`src/rtl/pmem_arbiter_pkg.sv`:
```
// Shared types for the physical-memory arbiter: arbiter states, grant side,
// default bus widths and the arbitration decision function.
package pmem_arbiter_pkg;

  localparam int PMEM_ADDR_WIDTH = 16;
  localparam int PMEM_LINE_WIDTH = 128;
  localparam int PMEM_CNT_WIDTH  = 16;

  typedef logic [127:0] lc3b_line;

  typedef enum logic [1:0] {
    ARB_IDLE,
    ARB_SERVE_I,
    ARB_SERVE_D,
    ARB_RELEASE
  } lc3b_arb_state;

  typedef enum logic {
    GRANT_I,
    GRANT_D
  } arb_side_e;

  // On a tie the side that did not win last time is served, so D wins the first tie after reset.
  function automatic lc3b_arb_state pickNext(input logic iReq, input logic dReq,
                                             input arb_side_e lastGrant);
    if (iReq && dReq) begin
      return (lastGrant == GRANT_I) ? ARB_SERVE_D : ARB_SERVE_I;
    end else if (dReq) begin
      return ARB_SERVE_D;
    end else if (iReq) begin
      return ARB_SERVE_I;
    end
    return ARB_IDLE;
  endfunction

endpackage

```
`src/rtl/pmem_arbiter_if.sv`:
```
// Bundle of the I-cache, D-cache and physical-memory signals around the arbiter.
// The slave modport is the arbiter's view; master is the caches-plus-memory side.
interface pmem_arbiter_if
  import pmem_arbiter_pkg::*;
#(
  parameter int ADDR_WIDTH = PMEM_ADDR_WIDTH,
  parameter int LINE_WIDTH = PMEM_LINE_WIDTH
);
  logic                  i_pmem_read;
  logic [ADDR_WIDTH-1:0] i_pmem_address;
  logic [LINE_WIDTH-1:0] i_pmem_rdata;
  logic                  i_pmem_resp;

  logic                  d_pmem_read;
  logic                  d_pmem_write;
  logic [ADDR_WIDTH-1:0] d_pmem_address;
  logic [LINE_WIDTH-1:0] d_pmem_wdata;
  logic [LINE_WIDTH-1:0] d_pmem_rdata;
  logic                  d_pmem_resp;

  logic                  pmem_read;
  logic                  pmem_write;
  logic [ADDR_WIDTH-1:0] pmem_address;
  logic [LINE_WIDTH-1:0] pmem_wdata;
  logic [LINE_WIDTH-1:0] pmem_rdata;
  logic                  pmem_resp;

  modport slave (
    input  i_pmem_read, i_pmem_address,
    input  d_pmem_read, d_pmem_write, d_pmem_address, d_pmem_wdata,
    input  pmem_rdata, pmem_resp,
    output i_pmem_rdata, i_pmem_resp, d_pmem_rdata, d_pmem_resp,
    output pmem_read, pmem_write, pmem_address, pmem_wdata
  );

  modport master (
    output i_pmem_read, i_pmem_address,
    output d_pmem_read, d_pmem_write, d_pmem_address, d_pmem_wdata,
    output pmem_rdata, pmem_resp,
    input  i_pmem_rdata, i_pmem_resp, d_pmem_rdata, d_pmem_resp,
    input  pmem_read, pmem_write, pmem_address, pmem_wdata
  );

endinterface

```
`src/rtl/pmem_arbiter.sv`:
```
// Shares one physical-memory port between the I-cache fill path and the D-cache
// fill/writeback path, holding each grant until memory answers.
module pmem_arbiter
  import pmem_arbiter_pkg::*;
#(
  parameter int CNT_WIDTH = PMEM_CNT_WIDTH
) (
  input  logic                 clk,
  input  logic                 reset,
  pmem_arbiter_if.slave        bus,
  output logic [CNT_WIDTH-1:0] i_grant_count,
  output logic [CNT_WIDTH-1:0] d_grant_count
);

  localparam logic [CNT_WIDTH-1:0] CNT_MAX = '1;

  lc3b_arb_state        r_state;
  arb_side_e            r_lastGrant;
  logic                 r_pmemRead;
  logic                 r_pmemWrite;
  logic [CNT_WIDTH-1:0] r_iCount;
  logic [CNT_WIDTH-1:0] r_dCount;

  lc3b_arb_state        w_next;

  always_comb begin
    w_next = pickNext(bus.i_pmem_read, bus.d_pmem_read | bus.d_pmem_write, r_lastGrant);
  end

  // RELEASE gives the finished cache one cycle to drop its level request.
  always_ff @(posedge clk) begin
    if (reset) begin
      r_state     <= ARB_IDLE;
      r_lastGrant <= GRANT_I;
      r_pmemRead  <= 1'b0;
      r_pmemWrite <= 1'b0;
      r_iCount    <= '0;
      r_dCount    <= '0;
    end else begin
      case (r_state)
        ARB_IDLE: begin
          r_state <= w_next;
          if (w_next == ARB_SERVE_I) begin
            r_lastGrant <= GRANT_I;
            r_pmemRead  <= 1'b1;
            r_pmemWrite <= 1'b0;
          end else if (w_next == ARB_SERVE_D) begin
            r_lastGrant <= GRANT_D;
            r_pmemRead  <= bus.d_pmem_read;
            r_pmemWrite <= bus.d_pmem_write;
          end
        end
        ARB_SERVE_I: begin
          if (bus.pmem_resp) begin
            r_state     <= ARB_RELEASE;
            r_pmemRead  <= 1'b0;
            r_pmemWrite <= 1'b0;
            if (r_iCount != CNT_MAX) r_iCount <= r_iCount + 1'b1;
          end
        end
        ARB_SERVE_D: begin
          if (bus.pmem_resp) begin
            r_state     <= ARB_RELEASE;
            r_pmemRead  <= 1'b0;
            r_pmemWrite <= 1'b0;
            if (r_dCount != CNT_MAX) r_dCount <= r_dCount + 1'b1;
          end
        end
        ARB_RELEASE: r_state <= ARB_IDLE;
        default:     r_state <= ARB_IDLE;
      endcase
    end
  end

  assign bus.pmem_read    = r_pmemRead;
  assign bus.pmem_write   = r_pmemWrite;
  assign bus.pmem_address = (r_lastGrant == GRANT_D) ? bus.d_pmem_address : bus.i_pmem_address;
  assign bus.pmem_wdata   = bus.d_pmem_wdata;

  // Responses only reach the side currently being served; stray pmem_resp is dropped.
  assign bus.i_pmem_resp  = bus.pmem_resp & (r_state == ARB_SERVE_I);
  assign bus.d_pmem_resp  = bus.pmem_resp & (r_state == ARB_SERVE_D);
  assign bus.i_pmem_rdata = bus.pmem_rdata;
  assign bus.d_pmem_rdata = bus.pmem_rdata;

  assign i_grant_count    = r_iCount;
  assign d_grant_count    = r_dCount;

endmodule

```
`src/flat_wrapper.sv`:
```
// flat-port wrapper written by rule: the top's interface ports become plain ports
module pmem_arbiter_flat import pmem_arbiter_pkg::*;
#(
  parameter int CNT_WIDTH = PMEM_CNT_WIDTH
)
  (clk, reset, i_grant_count, d_grant_count, bus_i_pmem_read, bus_i_pmem_address, bus_d_pmem_read, bus_d_pmem_write, bus_d_pmem_address, bus_d_pmem_wdata, bus_pmem_rdata, bus_pmem_resp, bus_i_pmem_rdata, bus_i_pmem_resp, bus_d_pmem_rdata, bus_d_pmem_resp, bus_pmem_read, bus_pmem_write, bus_pmem_address, bus_pmem_wdata);
  pmem_arbiter_if bus_i ();
  input  logic clk;
  input  logic reset;
  output logic [CNT_WIDTH-1:0] i_grant_count;
  output logic [CNT_WIDTH-1:0] d_grant_count;
  input wire logic [$bits(bus_i.i_pmem_read)-1:0] bus_i_pmem_read;
  input wire logic [$bits(bus_i.i_pmem_address)-1:0] bus_i_pmem_address;
  input wire logic [$bits(bus_i.d_pmem_read)-1:0] bus_d_pmem_read;
  input wire logic [$bits(bus_i.d_pmem_write)-1:0] bus_d_pmem_write;
  input wire logic [$bits(bus_i.d_pmem_address)-1:0] bus_d_pmem_address;
  input wire logic [$bits(bus_i.d_pmem_wdata)-1:0] bus_d_pmem_wdata;
  input wire logic [$bits(bus_i.pmem_rdata)-1:0] bus_pmem_rdata;
  input wire logic [$bits(bus_i.pmem_resp)-1:0] bus_pmem_resp;
  output wire logic [$bits(bus_i.i_pmem_rdata)-1:0] bus_i_pmem_rdata;
  output wire logic [$bits(bus_i.i_pmem_resp)-1:0] bus_i_pmem_resp;
  output wire logic [$bits(bus_i.d_pmem_rdata)-1:0] bus_d_pmem_rdata;
  output wire logic [$bits(bus_i.d_pmem_resp)-1:0] bus_d_pmem_resp;
  output wire logic [$bits(bus_i.pmem_read)-1:0] bus_pmem_read;
  output wire logic [$bits(bus_i.pmem_write)-1:0] bus_pmem_write;
  output wire logic [$bits(bus_i.pmem_address)-1:0] bus_pmem_address;
  output wire logic [$bits(bus_i.pmem_wdata)-1:0] bus_pmem_wdata;
  assign bus_i.i_pmem_read = bus_i_pmem_read;
  assign bus_i.i_pmem_address = bus_i_pmem_address;
  assign bus_i.d_pmem_read = bus_d_pmem_read;
  assign bus_i.d_pmem_write = bus_d_pmem_write;
  assign bus_i.d_pmem_address = bus_d_pmem_address;
  assign bus_i.d_pmem_wdata = bus_d_pmem_wdata;
  assign bus_i.pmem_rdata = bus_pmem_rdata;
  assign bus_i.pmem_resp = bus_pmem_resp;
  assign bus_i_pmem_rdata = bus_i.i_pmem_rdata;
  assign bus_i_pmem_resp = bus_i.i_pmem_resp;
  assign bus_d_pmem_rdata = bus_i.d_pmem_rdata;
  assign bus_d_pmem_resp = bus_i.d_pmem_resp;
  assign bus_pmem_read = bus_i.pmem_read;
  assign bus_pmem_write = bus_i.pmem_write;
  assign bus_pmem_address = bus_i.pmem_address;
  assign bus_pmem_wdata = bus_i.pmem_wdata;
  pmem_arbiter #(.CNT_WIDTH(CNT_WIDTH)) u_core (.clk(clk), .reset(reset), .bus(bus_i), .i_grant_count(i_grant_count), .d_grant_count(d_grant_count));
endmodule
```
`config.mk`:
```
export PLATFORM = sky130hd
export DESIGN_NAME = pmem_arbiter_flat
export DESIGN_NICKNAME = d
export VERILOG_FILES = /design/src/rtl/pmem_arbiter_pkg.sv /design/src/rtl/pmem_arbiter_if.sv /design/src/rtl/pmem_arbiter.sv /design/src/flat_wrapper.sv
export SDC_FILE = /design/constraint.sdc
export NUM_CORES = 1
export LEC_CHECK = 0
export ABC_AREA = 1
export CAP_MARGIN = 25
export CELL_PAD_IN_SITES_DETAIL_PLACEMENT = 0
export CELL_PAD_IN_SITES_GLOBAL_PLACEMENT = 1
export CORE_AREA = 2 2 286 288
export CTS_CLUSTER_DIAMETER = 100
export DETAILED_ROUTE_END_ITERATION = 16
export DIE_AREA = 0 0 288 290
export GPL_TIMING_DRIVEN = 1
export PLACE_DENSITY_LB_ADDON = 0.08
export SYNTH_ARGS = -nofsm -noshare
export SYNTH_HDL_FRONTEND = slang
export SYNTH_SLANG_ARGS = --single-unit
export TNS_END_PERCENT = 20
```
`constraint.sdc`:
```
create_clock -name clk -period 3.7 [get_ports clk]
set_input_delay 0.74 -clock clk [delete_from_list [all_inputs] [get_ports clk]]
set_output_delay 0.74 -clock clk [all_outputs]
set_load 0.005 [all_outputs]
```
==> results of run 1 <==
how the worst max path moves through the flow:
stage,from,end,slack [ns],cells after the start
floorplan,bus_d_pmem_write,u_core.bus.pmem_write$_SDFFE_PP0P_,1.60,7
CTS,bus_pmem_resp,bus_i_pmem_resp,0.53,4
detailed placement,bus_pmem_resp,bus_i_pmem_resp,0.53,4
global route,bus_pmem_resp,bus_i_pmem_resp,0.48,4
global placement,bus_pmem_resp,bus_i_pmem_resp,0.51,4
finish,bus_pmem_resp,bus_i_pmem_resp,0.62,4
power breakdown:
| group | internal, mW | total, mW | switching, mW |
|---|---|---|---|
| combinational | 0.265 | 0.542 | 0.277 |
| clock | 0.339 | 0.571 | 0.232 |
| sequential | 0.427 | 0.459 | 0.0322 |
metrics by stage:
stage / utilization (%) / power [mW] / instance area, um^2
floorplan: - / 1.08 / 5250
global placement: 5.69 / 1.05 / 4560
detailed placement: 5.69 / 1.04 / 4560
CTS: 5.91 / 1.66 / 4740
global route: 5.91 / 1.72 / 4740
finish: 5.91 / 1.57 / 4740
cells in the mapped netlist (2+ instances only):
| cell type | count |
|---|---|
| nor2_4 | 2 |
| nand4_1 | 10 |
| a21oi_1 | 30 |
| ha_1 | 8 |
| buf_2 | 2 |
| nor2_2 | 11 |
| buf_6 | 2 |
| inv_1 | 26 |
| dfxtp_1 | 37 |
| buf_4 | 384 |
| nand2_1 | 106 |
| nor2_1 | 44 |
| nand2_2 | 4 |
| nand3_1 | 21 |
| xor2_1 | 8 |
| clkbuf_1 | 4 |
| xnor2_1 | 5 |
| mux2_2 | 16 |
| o21ai_0 | 2 |
| o21ai_4 | 2 |
worst max-delay path, delay by kind of cell:
family | cells | cell delay [ns]
AND/OR/NAND/NOR | 1 | 0.21
buffers and inverters | 3 | 1.38
registers in the layout, summed over array words and instances (netlist names):
name / cells
u_core.bus.pmem_write: 1
u_core.r_lastGrant: 1
u_core.d_grant_count: 16
u_core.bus.pmem_read: 1
u_core.r_state: 2
u_core.i_grant_count: 16
metal layers:
layer,track usage (%),vias to the layer above,wire (um)
li1,-,1310,-
met1,5.35,1267,8130
met2,5.41,256,7070
met3,3.12,96,2620
met4,3.31,0,1350
met5,0.0581,-,0
cell families after synthesis:
logic type / Yosys count / synth area share, %
AO/OA/AOI/OAI: 38 / 4.29
buffers and inverters: 418 / 57.6
flip-flops: 37 / 14.1
adder cells (fa/ha/maj): 8 / 1.91
XOR/XNOR: 13 / 2.17
AND/OR/NAND/NOR: 201 / 16.5
multiplexers: 16 / 3.43
cell type report:
| class | count | area (um^2) | area share [%] |
|---|---|---|---|
| multi-input combinational | 276 | 1490 | 31.4 |
| tap | 1060 | 1330 | 28.0 |
| timing repair buffer | 92 | 913 | 19.3 |
| sequential | 37 | 741 | 15.6 |
| clock buffer | 7 | 143 | 3.01 |
| inverter | 26 | 97.6 | 2.06 |
| clock inverter | 1 | 30.0 | 0.634 |
==> metrics.cfg, run 1 <==
[hold_path]
hold_path_end = u_core.bus.pmem_read$_SDFFE_PP0P_
min_delay_path_depth = 2
min-delay-start = u_core.bus.pmem_read$_SDFFE_PP0P_
hold_path_class = flip-flop to flip-flop

[power_and_ir_drop]
power.leakage_nw = 1.29
ir_drop_mv = 0.157
power_density_nw_per_um2 = 332

[clock_tree]
cts_resized = 0
tritoncts = yes
h-tree-depth = 2
clock_sink_count = 37
maximum_clock_path_buffer_count = 2
cts_made_buffers = 5
path_clk_slew_ns = 0.07
cts_hold_repair.buffers = 0
clock_insertion_delay_worst_skew_ns = 0.31
post_cts.repair.setup_buffers = 0
clk_root_buffer_cell = clkbuf_16

[final_layout]
final_common_cell = nand2_1
areaGrowthSynthToFinish_pct = -9.86
diodes = 0
mostFrequentLayoutCells = nand2_1 (106), clkdlybuf4s50_1 (89), nor2_1 (44), dfxtp_1 (37), a21oi_1 (30)
post_route_cells_drive_above_1_share_pct = 10.5
n_fill_cell = 9573
finish.net_count = 740
instances_no_fill = 1499

[critical_path]
slowest_stage = clkdlybuf4s50_1
timing.critical_path.required_ns = 2.96
kind_of_launch_point_of_the_worst_setup_path = input pin
reg2reg_setup_slack_ns = 1.79
max_stage_delay_ns = 0.60
setup.worst_path.end_class = output pin
critical_path_cell_by_cell = clkdlybuf4s50_1 -> nand2_1 -> inv_1 -> clkdlybuf4s50_1
worst-endpoint-arrival_ns = 2.34
library_cell_appearing_most_often_on_the_critical_path = clkdlybuf4s50_1
ff2ff_path_depth = 7
critical_path_class = input pin to output pin
ff_to_ff_end = u_core.d_grant_count[3]$_SDFFE_PP0P_
reg_to_reg_start = u_core.d_grant_count[0]$_SDFFE_PP0P_
maximum_fanout_along_the_worst_path = 4

[place]
io_buffer_count = 89
numPlacedInstances = 1491
gp_routability_congestion = 0.590
post-dp-hpwl_mm = 15.5
pre_cts_slack_ns = 0.530

[floorplan]
initial_utilization_pct = 6.55
floorplan.die.width_um = 288
die-height_um = 290
die_area_um2 = 83500
core_um2 = 80200
ios = 730
placementRows = 104

[sta]
period_share_pct = 83.1
worst_slew_pin_slew_ns = 0.490
setup_violators_final = 0
grt_setup_unrepaired = false
timing.final.hold_violations = 0
setup_ws_ns = 0.624
slew_headroom_pct = 67.2
final_max_slew_viol_count = 0
achievable-frequency_ghz = 0.325
totalNegativeSetupSlack_ns = 0
min_period_ns = 3.08
post_route_hold_slack_ns = 0.486
clock_skew_ns = 0.0121

[grt]
grt_start_max_net_pins = 26
global_route_wire_length_before_repair_mm = 26.1
first_global_vias = 3312
remaining_overflow_grt = 0
grt_antenna_before_repair = 1
globalRouteTotalUtil_pct = 4.48

[route]
avgViaCountPerCell = 1.95
wl_per_cell_um = 12.8
ant_nets = 0
drt_pre_antenna_iters = 4
initialDrtViolationCount = 97
route.final.wire_length_mm = 19.2
drc = 0
num_vias = 2929

[synth]
post_synth_inst_count = 731
synthArstFlopShare_pct = 0
ys_ff_latch = 37
synth_top_cell_area_share_pct = 54.9
synth.distinct_cells = 27
synth_enable_flop_cells = 0
synth.avg_cell_area_um2 = 7.19
synth_sequential_area_ratio_pct = 14.1
synth_nets = 1033
netlist_area_um2 = 5250
yosys_warnings = 0
synth_flop_cell = dfxtp_1
yosys-top-cells-area = buf_4 (55%), dfxtp_1 (14%), nand2_1 (7.6%)
yosys.area.top_type = buf_4

[outcome]
outcome = finished clean

[flow_run]
drv_cap = 0

Power figures use the tool's default switching activity.
==> run 2, diff against run 1 <==
--- a/config.mk
+++ b/config.mk
@@ -9,10 +9,10 @@
 export CAP_MARGIN = 25
 export CELL_PAD_IN_SITES_DETAIL_PLACEMENT = 0
 export CELL_PAD_IN_SITES_GLOBAL_PLACEMENT = 1
-export CORE_AREA = 2 2 286 288
+export CORE_AREA = 2 2 282 284
 export CTS_CLUSTER_DIAMETER = 100
 export DETAILED_ROUTE_END_ITERATION = 16
-export DIE_AREA = 0 0 288 290
+export DIE_AREA = 0 0 284 286
 export GPL_TIMING_DRIVEN = 1
 export PLACE_DENSITY_LB_ADDON = 0.08
 export SYNTH_ARGS = -nofsm -noshare
==> constraint.sdc (replaced) <==
create_clock -name clk -period 2.63 [get_ports clk]
set_input_delay 0.526 -clock clk [delete_from_list [all_inputs] [get_ports clk]]
set_output_delay 0.526 -clock clk [all_outputs]
set_load 0.005 [all_outputs]
==> metrics.cfg, run 2 (synthesized netlist as in run 1, its figures left out) <==
[clock_tree]
path_clk_slew_ns = 0.07
cts_made_buffers = 5
cts_resized = 0
clock_insertion_delay_worst_skew_ns = 0.32
clock_sink_count = 37
tritoncts = yes
post_cts.repair.setup_buffers = 0
h-tree-depth = 2
maximum_clock_path_buffer_count = 2
cts_hold_repair.buffers = 0
clk_root_buffer_cell = clkbuf_16

[route]
route.final.wire_length_mm = 20.1
num_vias = 2964
drt_pre_antenna_iters = 4
ant_nets = 0
drc = 0
avgViaCountPerCell = 1.97
initialDrtViolationCount = 92
wl_per_cell_um = 13.4

[sta]
achievable-frequency_ghz = 0.403
grt_setup_unrepaired = false
final_max_slew_viol_count = 0
setup_violators_final = 0
worst_slew_pin_slew_ns = 0.431
setup_ws_ns = 0.148
clock_skew_ns = 0.0103
period_share_pct = 94.4
min_period_ns = 2.48
totalNegativeSetupSlack_ns = 0
timing.final.hold_violations = 0
slew_headroom_pct = 71.2

[final_layout]
finish.net_count = 751
instances_no_fill = 1501
final_common_cell = nand2_1
post-route-cell-area_um2 = 4790
mostFrequentLayoutCells = nand2_1 (106), clkdlybuf4s50_1 (89), nor2_1 (44), dfxtp_1 (37), a21oi_1 (30)
areaGrowthSynthToFinish_pct = -8.81
post_route_cells_drive_above_1_share_pct = 12.9

[critical_path]
reg2reg_setup_slack_ns = 0.65
timing.critical_path.required_ns = 2.10
library_cell_appearing_most_often_on_the_critical_path = clkdlybuf4s50_1
cp.depth = 4
max_stage_delay_ns = 0.53
ff_to_ff_end = u_core.bus.pmem_write$_SDFFE_PP0P_
critical_path_class = input pin to output pin
setup.worst_path.end_class = output pin
number_of_buffer_and_inverter_instances_along_the_worst_setup_path = 3
worst-endpoint-arrival_ns = 1.96
slowest_stage = clkdlybuf4s50_1
kind_of_launch_point_of_the_worst_setup_path = input pin
reg_to_reg_start = u_core.r_lastGrant$_SDFFE_PP0P_
critical_path_cell_by_cell = clkdlybuf4s50_1 -> nand2_1 -> inv_1 -> clkdlybuf4s50_1
maximum_fanout_along_the_worst_path = 2
ff2ff_path_depth = 7
cp_top_family = buffers and inverters

[power_and_ir_drop]
post_route_total_power_mw = 2.13
power.leakage_nw = 1.33
ir_drop_mv = 0.168
power_density_nw_per_um2 = 445

[floorplan]
initial_utilization_pct = 6.71
die-height_um = 286
ios = 730
core_um2 = 78400
die_area_um2 = 81200
placementRows = 103
floorplan.die.width_um = 284

[grt]
global_route.peak_usage_layer = met2
use_met1_pct = 4.88
remaining_overflow_grt = 0
globalRouteMet2Util_pct = 6.50
grt_antenna_before_repair = 0
grt.met3_usage_pct = 3.81
first_global_vias = 3361
global_route_wire_length_before_repair_mm = 27.0
globalRouteTotalUtil_pct = 4.78
grt_start_max_net_pins = 17

[place]
gp_routability_congestion = 0.607
post-dp-hpwl_mm = 16.5
pre_cts_slack_ns = 0.0754
numPlacedInstances = 1492
io_buffer_count = 89
post_place_instance_area_um2 = 4650

[hold_path]
min_delay_path_depth = 2
min-delay-start = u_core.bus.pmem_read$_SDFFE_PP0P_
hold_path_end = u_core.bus.pmem_read$_SDFFE_PP0P_
hold_path_class = flip-flop to flip-flop

[outcome]
outcome = finished clean

[flow_run]
drv_cap = 0

[run 2: cell types whose count changed in the layout (fill, tap and decap cells not counted)]
| cell | previous run | this run |
|---|---|---|
| clkinvlp_4 | 0 | 1 |
| buf_12 | 0 | 1 |
| diode_2 | 0 | 1 |
| clkinv_2 | 0 | 2 |
| clkbuf_8 | 1 | 0 |
| buf_4 | 3 | 13 |
| bufinv_16 | 1 | 0 |
| clkbuf_1 | 1 | 0 |
[run 2: area by class of cell]
cell class / instances / area (um^2)
Antenna cell: 1 / 2.50
Inverter: 26 / 97.6
Sequential cell: 37 / 741
Clock inverter: 3 / 17.5
Multi-Input combinational cell: 276 / 1490
Fill cell: 9385 / 73600
Clock buffer: 5 / 125
Timing Repair Buffer: 103 / 1010
Tap cell: 1050 / 1310
[run 2: layer usage]
layer / up-vias / routed length [um]
li1: 1332 / -
met1: 1247 / 7430
met2: 282 / 8130
met3: 103 / 3250
met4: 0 / 1290
met5: - / 0
[run 2: power breakdown]
part / leakage (nW) / internal (mW) / switching (mW) / total, mW
logic: 0.963 / 0.424 / 0.400 / 0.823
registers: 0.299 / 0.600 / 0.0472 / 0.648
clock network: 0.0696 / 0.350 / 0.313 / 0.663
[run 2: worst max-delay path by stage]
stage	start	end	slack [ns]
4_1_cts	u_core.r_lastGrant$_SDFFE_PP0P_	bus_pmem_address[3]	0.06
6_report	bus_pmem_resp	bus_i_pmem_resp	0.15
5_1_grt	u_core.r_lastGrant$_SDFFE_PP0P_	bus_pmem_address[3]	0.04
3_3_place_gp	bus_d_pmem_write	u_core.bus.pmem_write$_SDFFE_PP0P_	0.06
3_5_place_dp	bus_d_pmem_write	u_core.bus.pmem_write$_SDFFE_PP0P_	0.08
2_1_floorplan	bus_d_pmem_write	u_core.bus.pmem_write$_SDFFE_PP0P_	0.75
[run 2: worst reg2reg max path, cell delays in order (launching register included)]
cell      delay [ns]
dfxtp_1         0.57
nand2_1         0.16
a21boi_0        0.29
ha_1            0.29
a21oi_1         0.25
nand2_1         0.11
a21oi_1         0.14
nor3_1          0.06
[run 2: per-stage QoR]
stage               utilization, %  hold slack (ns)
floorplan                        -            0.460
global placement              5.93            0.498
detailed placement            5.93            0.474
CTS                           6.11            0.487
global route                  6.11            0.537
finish                        6.11            0.486
